[src/rtl/sd_host_regfile.sv]
// Address-decoded SD host register bank: host request/response port, RW1C interrupt status,
// hardware update ports and masked irq. Optional macro: SD_HOST_REGS_SOFT_RESET_EN (0x2C soft reset).
module sd_host_regfile #(
   parameter int ADDR_W      = 8,
   parameter int ADMA_ADDR_W = 64,
   parameter int BLK_CNT_W   = 16
) (
   input  logic                   CLK,
   input  logic                   RESET,
   input  logic                   req_valid,
   input  logic                   req_write,
   input  logic [ADDR_W-1:0]      req_addr,
   input  logic [31:0]            req_wdata,
   input  logic [3:0]             req_be,
   output logic                   resp_valid,
   output logic [31:0]            resp_rdata,
   output logic                   resp_err,
   input  logic [31:0]            hw_psr,
   input  logic [15:0]            hw_nisr_set,
   input  logic [15:0]            hw_eisr_set,
   input  logic                   hw_resp_we,
   input  logic [127:0]           hw_resp_data,
   input  logic                   hw_blk_cnt_dec,
   output logic [15:0]            blk_size,
   output logic [BLK_CNT_W-1:0]   blk_cnt,
   output logic [31:0]            argument,
   output logic [15:0]            xfer_mode,
   output logic [15:0]            command,
   output logic                   cmd_start,
   output logic [7:0]             bgcr,
   output logic [ADMA_ADDR_W-1:0] adma_addr,
   output logic                   irq
);

   localparam bit HAS_HI = (ADMA_ADDR_W == 64);
   localparam logic [ADDR_W-1:0] OFF_BLK     = ADDR_W'('h04);
   localparam logic [ADDR_W-1:0] OFF_ARG     = ADDR_W'('h08);
   localparam logic [ADDR_W-1:0] OFF_CMD     = ADDR_W'('h0C);
   localparam logic [ADDR_W-1:0] OFF_RSP0    = ADDR_W'('h10);
   localparam logic [ADDR_W-1:0] OFF_RSP1    = ADDR_W'('h14);
   localparam logic [ADDR_W-1:0] OFF_RSP2    = ADDR_W'('h18);
   localparam logic [ADDR_W-1:0] OFF_RSP3    = ADDR_W'('h1C);
   localparam logic [ADDR_W-1:0] OFF_PSR     = ADDR_W'('h24);
   localparam logic [ADDR_W-1:0] OFF_BGCR    = ADDR_W'('h28);
   localparam logic [ADDR_W-1:0] OFF_SRST    = ADDR_W'('h2C);
   localparam logic [ADDR_W-1:0] OFF_ISR     = ADDR_W'('h30);
   localparam logic [ADDR_W-1:0] OFF_STAT_EN = ADDR_W'('h34);
   localparam logic [ADDR_W-1:0] OFF_SIG_EN  = ADDR_W'('h38);
   localparam logic [ADDR_W-1:0] OFF_ADMA_LO = ADDR_W'('h58);
   localparam logic [ADDR_W-1:0] OFF_ADMA_HI = ADDR_W'('h5C);

   logic [14:0]          nisr;
   logic [15:0]          eisr;
   logic [31:0]          stat_en;
   logic [31:0]          sig_en;
   logic [31:0]          adma_lo;
   logic [31:0]          adma_hi;
   logic [31:0]          resp_word [4];

   logic [ADDR_W-1:0]    off;
   logic                 wr;
   logic                 hit;
   logic [31:0]          rd_mux;
   logic [15:0]          blk_cnt_ext;
   logic [15:0]          nisr_full;
   logic [31:0]          blk_wr;
   logic [BLK_CNT_W-1:0] blk_cnt_next;
   logic [14:0]          nisr_next;
   logic [15:0]          eisr_next;
   logic [31:0]          w1c_mask;
   logic                 irq_next;
   logic                 srst_all;
   logic                 srst_cmd;
   logic                 srst_dat;
   logic                 unused_bits;

   function automatic logic [31:0] be_merge(input logic [31:0] old, input logic [31:0] wd,
                                            input logic [3:0] be);
      logic [31:0] res;
      for (int i = 0; i < 4; i++) res[8*i +: 8] = be[i] ? wd[8*i +: 8] : old[8*i +: 8];
      return res;
   endfunction

   assign off         = {req_addr[ADDR_W-1:2], 2'b00};
   assign wr          = req_valid & req_write;
   assign blk_cnt_ext = 16'(blk_cnt);
   assign nisr_full   = {|eisr, nisr};
   assign adma_addr   = ADMA_ADDR_W'({adma_hi, adma_lo});
   assign unused_bits = ^{req_addr[1:0], hw_nisr_set[15]};

`ifdef SD_HOST_REGS_SOFT_RESET_EN
   logic w_srst;
   assign w_srst   = wr && (off == OFF_SRST) && req_be[3];
   assign srst_all = w_srst & req_wdata[24];
   assign srst_cmd = w_srst & req_wdata[25];
   assign srst_dat = w_srst & req_wdata[26];
`else
   assign srst_all = 1'b0;
   assign srst_cmd = 1'b0;
   assign srst_dat = 1'b0;
`endif

   // Read decode sees register values from before this edge's updates.
   always_comb begin
      rd_mux = '0;
      hit    = 1'b0;
      case (off)
         OFF_BLK:     begin hit = 1'b1; rd_mux = {blk_cnt_ext, blk_size}; end
         OFF_ARG:     begin hit = 1'b1; rd_mux = argument; end
         OFF_CMD:     begin hit = 1'b1; rd_mux = {command, xfer_mode}; end
         OFF_RSP0:    begin hit = 1'b1; rd_mux = resp_word[0]; end
         OFF_RSP1:    begin hit = 1'b1; rd_mux = resp_word[1]; end
         OFF_RSP2:    begin hit = 1'b1; rd_mux = resp_word[2]; end
         OFF_RSP3:    begin hit = 1'b1; rd_mux = resp_word[3]; end
         OFF_PSR:     begin hit = 1'b1; rd_mux = hw_psr; end
         OFF_BGCR:    begin hit = 1'b1; rd_mux = {8'h00, bgcr, 16'h0000}; end
`ifdef SD_HOST_REGS_SOFT_RESET_EN
         OFF_SRST:    hit = 1'b1;
`endif
         OFF_ISR:     begin hit = 1'b1; rd_mux = {eisr, nisr_full}; end
         OFF_STAT_EN: begin hit = 1'b1; rd_mux = stat_en; end
         OFF_SIG_EN:  begin hit = 1'b1; rd_mux = sig_en; end
         OFF_ADMA_LO: begin hit = 1'b1; rd_mux = adma_lo; end
         OFF_ADMA_HI: if (HAS_HI) begin hit = 1'b1; rd_mux = adma_hi; end
         default:     ;
      endcase
   end

   // Software write to block count beats the hardware decrement; set beats RW1C.
   always_comb begin
      blk_wr   = be_merge({blk_cnt_ext, blk_size}, req_wdata, req_be);
      w1c_mask = '0;
      if (wr && off == OFF_ISR) w1c_mask = be_merge(32'h0, req_wdata, req_be);
      if (wr && off == OFF_BLK && (req_be[3] || req_be[2]))
         blk_cnt_next = blk_wr[16 +: BLK_CNT_W];
      else if (hw_blk_cnt_dec && blk_cnt != '0)
         blk_cnt_next = blk_cnt - BLK_CNT_W'(1);
      else
         blk_cnt_next = blk_cnt;
      nisr_next = (nisr & ~w1c_mask[14:0]) | (hw_nisr_set[14:0] & stat_en[14:0]);
      eisr_next = (eisr & ~w1c_mask[31:16]) | (hw_eisr_set & stat_en[31:16]);
      irq_next  = |((nisr_full & sig_en[15:0]) | (eisr & sig_en[31:16]));
   end

   always_ff @(posedge CLK or negedge RESET) begin
      if (!RESET) begin
         resp_valid <= 1'b0;
         resp_rdata <= '0;
         resp_err   <= 1'b0;
         cmd_start  <= 1'b0;
         irq        <= 1'b0;
         blk_size   <= '0;
         blk_cnt    <= '0;
         argument   <= '0;
         xfer_mode  <= '0;
         command    <= '0;
         bgcr       <= '0;
         nisr       <= '0;
         eisr       <= '0;
         stat_en    <= '0;
         sig_en     <= '0;
         adma_lo    <= '0;
         adma_hi    <= '0;
         for (int i = 0; i < 4; i++) resp_word[i] <= '0;
      end else begin
         resp_valid <= req_valid;
         resp_rdata <= (req_valid && !req_write) ? rd_mux : 32'h0;
         resp_err   <= req_valid && !hit;
         cmd_start  <= wr && (off == OFF_CMD) && req_be[3];
         irq        <= irq_next;
         blk_cnt    <= blk_cnt_next;
         nisr       <= nisr_next;
         eisr       <= eisr_next;
         if (wr && off == OFF_BLK) blk_size <= blk_wr[15:0];
         if (wr && off == OFF_ARG) argument <= be_merge(argument, req_wdata, req_be);
         if (wr && off == OFF_CMD) begin
            {command, xfer_mode} <= be_merge({command, xfer_mode}, req_wdata, req_be);
         end
         if (wr && off == OFF_BGCR && req_be[2]) bgcr <= req_wdata[23:16];
         if (wr && off == OFF_STAT_EN) stat_en <= be_merge(stat_en, req_wdata, req_be);
         if (wr && off == OFF_SIG_EN) sig_en <= be_merge(sig_en, req_wdata, req_be);
         if (wr && off == OFF_ADMA_LO) adma_lo <= be_merge(adma_lo, req_wdata, req_be);
         if (HAS_HI && wr && off == OFF_ADMA_HI) adma_hi <= be_merge(adma_hi, req_wdata, req_be);
         if (hw_resp_we) begin
            for (int i = 0; i < 4; i++) resp_word[i] <= hw_resp_data[32*i +: 32];
         end
         // Soft resets override this edge's updates but leave the host response intact.
         if (srst_cmd || srst_all) begin
            command  <= '0;
            argument <= '0;
            for (int i = 0; i < 4; i++) resp_word[i] <= '0;
         end
         if (srst_dat || srst_all) begin
            blk_cnt   <= '0;
            xfer_mode <= '0;
            bgcr      <= '0;
         end
         if (srst_all) begin
            cmd_start <= 1'b0;
            irq       <= 1'b0;
            blk_size  <= '0;
            nisr      <= '0;
            eisr      <= '0;
            stat_en   <= '0;
            sig_en    <= '0;
            adma_lo   <= '0;
            adma_hi   <= '0;
         end
      end
   end

endmodule

[config.mk]
export PLATFORM = sky130hd
export DESIGN_NAME = sd_host_regfile
export DESIGN_NICKNAME = d
export VERILOG_FILES = /design/src/rtl/sd_host_regfile.sv
export SDC_FILE = /design/constraint.sdc
export NUM_CORES = 1
export LEC_CHECK = 0
export CAP_MARGIN = 25
export CORE_ASPECT_RATIO = 0.5
export CORE_UTILIZATION = 45
export DETAILED_ROUTE_END_ITERATION = 10
export HOLD_SLACK_MARGIN = 0.1
export PLACE_DENSITY = 0.74
export SLEW_MARGIN = 20
export SYNTH_ARGS = -nofsm -noshare
export SYNTH_HDL_FRONTEND = slang
export SYNTH_SLANG_ARGS = --single-unit
[constraint.sdc]
create_clock -name CLK -period 2.8 [get_ports CLK]
set_input_delay 0.56 -clock CLK [delete_from_list [all_inputs] [get_ports CLK]]
set_output_delay 0.56 -clock CLK [all_outputs]
set_load 0.1 [all_outputs]
==> flow_summary.toml, run 1 <==
[outcome]
result_of_the_run = "finished, final reports clean"

[yosys]
netlist_area_um2 = 18500
total_nets_after_synthesis = 1605
synth-adder-area-share_pct = 0.135
compound_gate_portion_of_the_synthesized_area_pct = 13.5
synth_largest_area_cell = "dfrtp_1"
yosysSeqAreaShare_pct = 57.7
yosys.cell_types.count = 53
synth_xor_area_share_pct = 0
post_synth_mux_area_share_pct = 21.0
yosysWarningCount = 0
netlist.area_leader.share_pct = 57.7
dominant_combinational_cell_family_by_area_after_synthesis = "multiplexers"
netlist_top_cells_area = "dfrtp_1 (58%), mux2_2 (21%), a222oi_1 (4.7%)"
syn-mean-instance-area_um2 = 13.6
post_synth_inst_count = 1361
ys_seq_elements = 427
synthSimpleGateAreaFrac_pct = 5.52

[clock_tree]
clk-insertion-delay-late_ns = 0.54
ctsLongestPathBuffers = 3
tritoncts_num_sinks = 427
clk_transition_reported_paths_ns = 0.07
tritoncts.num_buffers = 40
cts.htree.levels = 2
cts-resized-gates = 0
tritoncts = "built"
clock-root-buffer = "clkbuf_16"

[place]
finalWeightedCongestion = 0.938
io_buffers = 442
detailedPlacementHpwl_mm = 49.2
dp_cells = 2360
dpl_cell_area_um2 = 23900
placement.setup.worst_slack_ns = -0.0357

[sta]
report.final.slew_viol_count = 0
finalHoldViolations = 0
slew_headroom_pct = 54.2
worst_pin_slew_ns = 0.687
worst_clock_skew_ns = 0.0131
finalWorstPathRequiredPeriod_ns = 2.57
setup_viol_count_final = 0
unrepaired_setup_endpoints_after_global_routing = "false"
fmax_mhz = 390
layout_setup_ws_ns = 0.233
min_period_over_period_pct = 91.7

[worst_setup_path]
rr_startpoint = "blk_cnt[0]"
critical_path.max_stage_delay_ns = 0.45
timing_worst_setup_path_type = "flop to flop"
r2r_setup_slack_ns = 0.23
rr_worst_depth = 7
r2r_end = "blk_cnt[5]"
crit_fanout = 13
startpoint_type = "flop"
worst_path_bufs_invs = 1
cp_cell_sequence = "inv_1 > ha_1 > or4b_1 > or3_1 > o211ai_4 > and2_1 > o221ai_1"
critPathRequiredTime_ns = 3.21
crit_family = "simple AND/OR/NAND/NOR gates"
end_kind = "flop"
cp_data_arrival_time_ns = 2.98
crit_slowest_cell = "or4b_1"

[layout]
final_nets = 2107
commonest_cells_after_routing_fill_and_taps_aside = "dfrtp_1 (427), mux2_2 (344), buf_4 (280)"
post-route-cell-area_um2 = 25300
area_of_combinational_cells_with_multiple_inputs_um2 = 7510
post-route-util_pct = 62.5
final_common_cell = "dfrtp_1"
sequential_cell_area_um2 = 10700
filler_cell_count = 3149
drive_above_1_share_pct = 39.2
final_instance_count_excl_fillers = 2439
signed_area_change_from_the_synthesized_netlist_to_the_final_layout_pct = 36.7

[route]
postRouteWirelength_mm = 67.3
drc = 0
detailedRoute.firstPassIterationCount = 8
vias_per_cell = 6.26
total_via_count_after_detailed_routing = 15300
antenna_violating_nets_post_route = 0
routedWlPerCell_um = 27.6
detailedRoute.firstIterationViolations = 2056

[die]
die_area_um2 = 42000
initial_standard_cell_utilization_of_the_core_pct = 45.7
dieHeight_um = 145
ioPinCount = 446
die-width_um = 289
row_count = 52
core-area_um2 = 40500

[worst_hold_path]
holdCritPathClass = "primary input to async pin"

[pwr]
power_leakage_uw = 0.0113
report.power.total_uw = 15700
irDropWorstVdd_mv = 0.388
power.density_nw_per_um2 = 622

[global_route]
globalRoute.totalOverflow = 0
grt_start_max_net_pins = 112
grt_usage_pct = 31.9
grt_pass1_wl_mm = 99.6
grt_antenna_before_repair = 8
number_of_global_route_vias_before_repair = 15300

[job]
maxCapViolations = 0
[what timing repair did]
action / in CTS / in global routing
setup buffers: 0 / 0
endpoints found under the hold margin: 31 / 0
hold buffers: 1 / 0
[worst register-to-register path: cells and delay by family, from the launching register on]
family          cells  cell delay (ns)
fa+ha+maj           1             0.16
buf+inv             1             0.12
simple gates        3             1.24
compound gates      2             0.53
flops               1             0.38
[cells in the mapped netlist, drive strengths merged]
master	number
dfrtp	427
mux2	345
a222oi	87
a22oi	76
clkbuf	58
nand2	58
a22o	43
a31oi	40
nor2	39
and3	36
buf	29
a21oi	16
a221oi	11
nand3	11
nor3	11
nor4	9
o22a	9
or3	6
nand4	5
o21ai	5
and2	4
inv	4
or4	4
a211oi	2
ha	2
nand2b	2
nand4bb	2
nor2b	2
o211ai	2
o221ai	2
o311a	2
or4b	2
a2111o	1
a21boi	1
nor4b	1
o211a	1
o21ba	1
o21bai	1
o2bb2a	1
o31a	1
or2	1
or3b	1
[registers in the layout, summed over array words and instances, names as in the netlist, 16 cells and up]
| name | count |
|---|---|
| adma_hi | 32 |
| adma_lo | 32 |
| argument | 32 |
| blk_cnt | 16 |
| blk_size | 16 |
| command | 16 |
| eisr | 16 |
| resp_rdata | 32 |
| resp_word | 128 |
| sig_en | 32 |
| stat_en | 32 |
| xfer_mode | 16 |
[power by group]
part           switching [uW]  total, uW  internal [uW]  leakage [uW]
Combinational            1810       2860           1040       0.00515
Clock                    2380       5580           3210      0.000648
Sequential                585       7290           6710       0.00553
Total                    4770      15700          11000        0.0113
[kinds of logic after synthesis]
| kind of cell | after synthesis |
|---|---|
| flip-flops | 427 |
| multiplexers | 345 |
| AO/OA/AOI/OAI | 302 |
| AND/OR/NAND/NOR | 194 |
| buffers and inverters | 91 |
| adder cells (fa/ha/maj) | 2 |
[through the flow]
stage                     hold slack (ns)  setup TNS [ns]
after CTS                           0.491               0
final                               0.492               0
after floorplan                     0.264               0
after global placement              0.474          -0.162
after detailed placement            0.473          -0.512
after global routing                0.506               0
[routing by layer]
metal | wire (um) | vias to the layer above | part of all wire (%) | GRT usage (%)
li1 | - | 6349 | - | -
met1 | 26800 | 7946 | 40 | 43.8
met2 | 32300 | 816 | 48 | 50.6
met3 | 5480 | 159 | 8.2 | 5.50
met4 | 2710 | 0 | 4.0 | 12.7
met5 | 0 | - | 0 | 0
[how the worst max path moves through the flow]
stage                           start  cells past startpoint     endpoint
after CTS                  blk_cnt[0]                      7   blk_cnt[5]
after global placement    req_addr[5]                      6   blk_cnt[5]
after detailed placement  req_addr[5]                      7  argument[5]
final                      blk_cnt[0]                      7   blk_cnt[5]
after global routing       blk_cnt[0]                      7  blk_cnt[11]
after floorplan            blk_cnt[0]                      7  blk_cnt[13]
[layout make-up]
type                            instances  area share, %
Antenna cell                            8         0.0792
Clock buffer                           60           4.70
Clock inverter                         10          0.505
Inverter                                4         0.0594
Multi-Input combinational cell        843           29.7
Sequential cell                       427           42.3
Tap cell                              540           2.67
Timing Repair Buffer                  547           20.0
Power figures use the tool's default switching activity.
==> inputs of run 2 (changes only) <==
--- a/config.mk
+++ b/config.mk
@@ -8,9 +8,11 @@
 export CAP_MARGIN = 25
 export CORE_ASPECT_RATIO = 0.5
 export CORE_UTILIZATION = 45
+export CTS_CLUSTER_DIAMETER = 200
 export DETAILED_ROUTE_END_ITERATION = 10
 export HOLD_SLACK_MARGIN = 0.1
 export PLACE_DENSITY = 0.74
+export SETUP_SLACK_MARGIN = 0.4
 export SLEW_MARGIN = 20
 export SYNTH_ARGS = -nofsm -noshare
 export SYNTH_HDL_FRONTEND = slang
==> flow_summary.toml, run 2 (same netlist as run 1, synthesis figures left out) <==
[outcome]
result_of_the_run = "finished, final reports clean"

[route]
detailedRoute.firstIterationViolations = 1992
route.met3.wl_mm = 5.50
route.layer.met1.wl_mm = 26.6
total_via_count_after_detailed_routing = 15100
postRouteWirelength_mm = 66.5
routedWlPerCell_um = 27.2
vias_per_cell = 6.17
antenna_violating_nets_post_route = 0
highest_routing_layer_actually_used = "met5"
drc = 0
met2RoutedLength_mm = 32.1
detailedRoute.firstPassIterationCount = 7

[layout]
post-route-util_pct = 62.9
final_nets = 2103
drive_above_1_share_pct = 41.2
number_of_flip_flops_under_the_largest_register_name = 128
registers.top_by_ff_count = "resp_word"
commonest_cells_after_routing_fill_and_taps_aside = "dfrtp_1 (414), mux2_2 (344), buf_4 (265)"
final_common_cell = "dfrtp_1"
signed_area_change_from_the_synthesized_netlist_to_the_final_layout_pct = 37.7

[sta]
finalHoldViolations = 0
report.final.slew_viol_count = 0
worst_pin_slew_ns = 0.656
setup_viol_count_final = 0
final.hold.worst_slack_ns = 0.507
unrepaired_setup_endpoints_after_global_routing = "true"
fmax_mhz = 419
min_period_over_period_pct = 85.2
worst_clock_skew_ns = 0.0143
finalWorstPathRequiredPeriod_ns = 2.38
slew_headroom_pct = 56.3

[die]
row_count = 52
dieHeight_um = 145
ioPinCount = 446
core-area_um2 = 40500
die_area_um2 = 42000
die-width_um = 289
initial_standard_cell_utilization_of_the_core_pct = 45.7

[clock_tree]
cts.htree.levels = 2
tritoncts = "built"
clk_transition_reported_paths_ns = 0.07
tritoncts.num_buffers = 40
clk-insertion-delay-late_ns = 0.55
clock-root-buffer = "clkbuf_16"
tritoncts_num_sinks = 427
ctsLongestPathBuffers = 3

[pwr]
power_leakage_uw = 0.0114
power.density_nw_per_um2 = 619
irDropWorstVdd_mv = 0.411
report.power.total_uw = 15800

[global_route]
globalRoute.totalOverflow = 0
grt_start_max_net_pins = 69
number_of_global_route_vias_before_repair = 15200
grt_usage_pct = 31.4
grt_pass1_wl_mm = 98.2
grt_antenna_before_repair = 15

[worst_hold_path]
holdCritPathClass = "flop to flop"

[worst_setup_path]
critical_path.max_stage_delay_ns = 0.65
timing_worst_setup_path_type = "flop to flop"
crit_fanout = 6
crit_family = "simple AND/OR/NAND/NOR gates"
cp_cell_sequence = "or4_1 > or3_1 > o311a_2 > a31oi_1 > o21ai_0"
end_kind = "flop"
startpoint_type = "flop"
cp_data_arrival_time_ns = 2.80
crit_slowest_cell = "or4_1"
worst_path_bufs_invs = 0
critPathRequiredTime_ns = 3.21

[place]
detailedPlacementHpwl_mm = 48.0
finalWeightedCongestion = 0.877
io_buffers = 442

[job]
maxCapViolations = 0
==> run 2: layout make-up <==
cell class | instances | area (um2)
Fill cell | 3131 | 15000
Sequential cell | 427 | 10700
Multi-Input combinational cell | 843 | 7570
Timing Repair Buffer | 543 | 5140
Clock buffer | 53 | 1190
Tap cell | 540 | 676
Clock inverter | 19 | 143
Antenna cell | 14 | 35.0
Inverter | 4 | 17.5
==> run 2: timing repair <==
action                                  CTS  global route
hold endpoints to repair                 55             0
pin swaps                                 1             2
cloned                                    0             0
hold buffers                              1             0
setup buffers                             3             2
gates resized for setup                   2            17
endpoints found under the setup margin   16            35
==> run 2: report_power, final <==
part	total (uW)	switching [uW]	internal (uW)
sequential	7330	607	6720
combinational	2860	1800	1060
clock	5580	2470	3100
total	15800	4880	10900
==> run 2: layer usage <==
metal / GRT usage (%) / vias to the layer above
li1: - / 6364
met1: 42.8 / 7878
met2: 49.5 / 710
met3: 6.94 / 118
met4: 11.4 / 2
met5: 0 / -
==> run 2: worst paths after layout <==
check                      depth (start not counted)  slack [ns]            end           from
max                                                5        0.42    blk_cnt[11]     blk_cnt[1]
min                                                1        0.51  resp_word[71]  resp_word[71]
max reg2reg                                        5        0.42    blk_cnt[11]     blk_cnt[1]
min reg2reg                                        1        0.51  resp_word[71]  resp_word[71]
max in group asynchronous                          3        1.41     blk_cnt[1]          RESET
min in group asynchronous                          2        0.56   argument[26]          RESET
==> run 2: through the flow <==
stage          instances  TNS, ns  instance area (um2)  worst slack [ns]
6_report            2443        0                25500             0.415
3_5_place_dp        2351    -1.82                24000            -0.120
4_1_cts             2427        0                25400             0.407
5_1_grt             2443        0                25500             0.331
3_3_place_gp        2351    -1.10                24000           -0.0913
2_1_floorplan       1361        0                18500             0.386
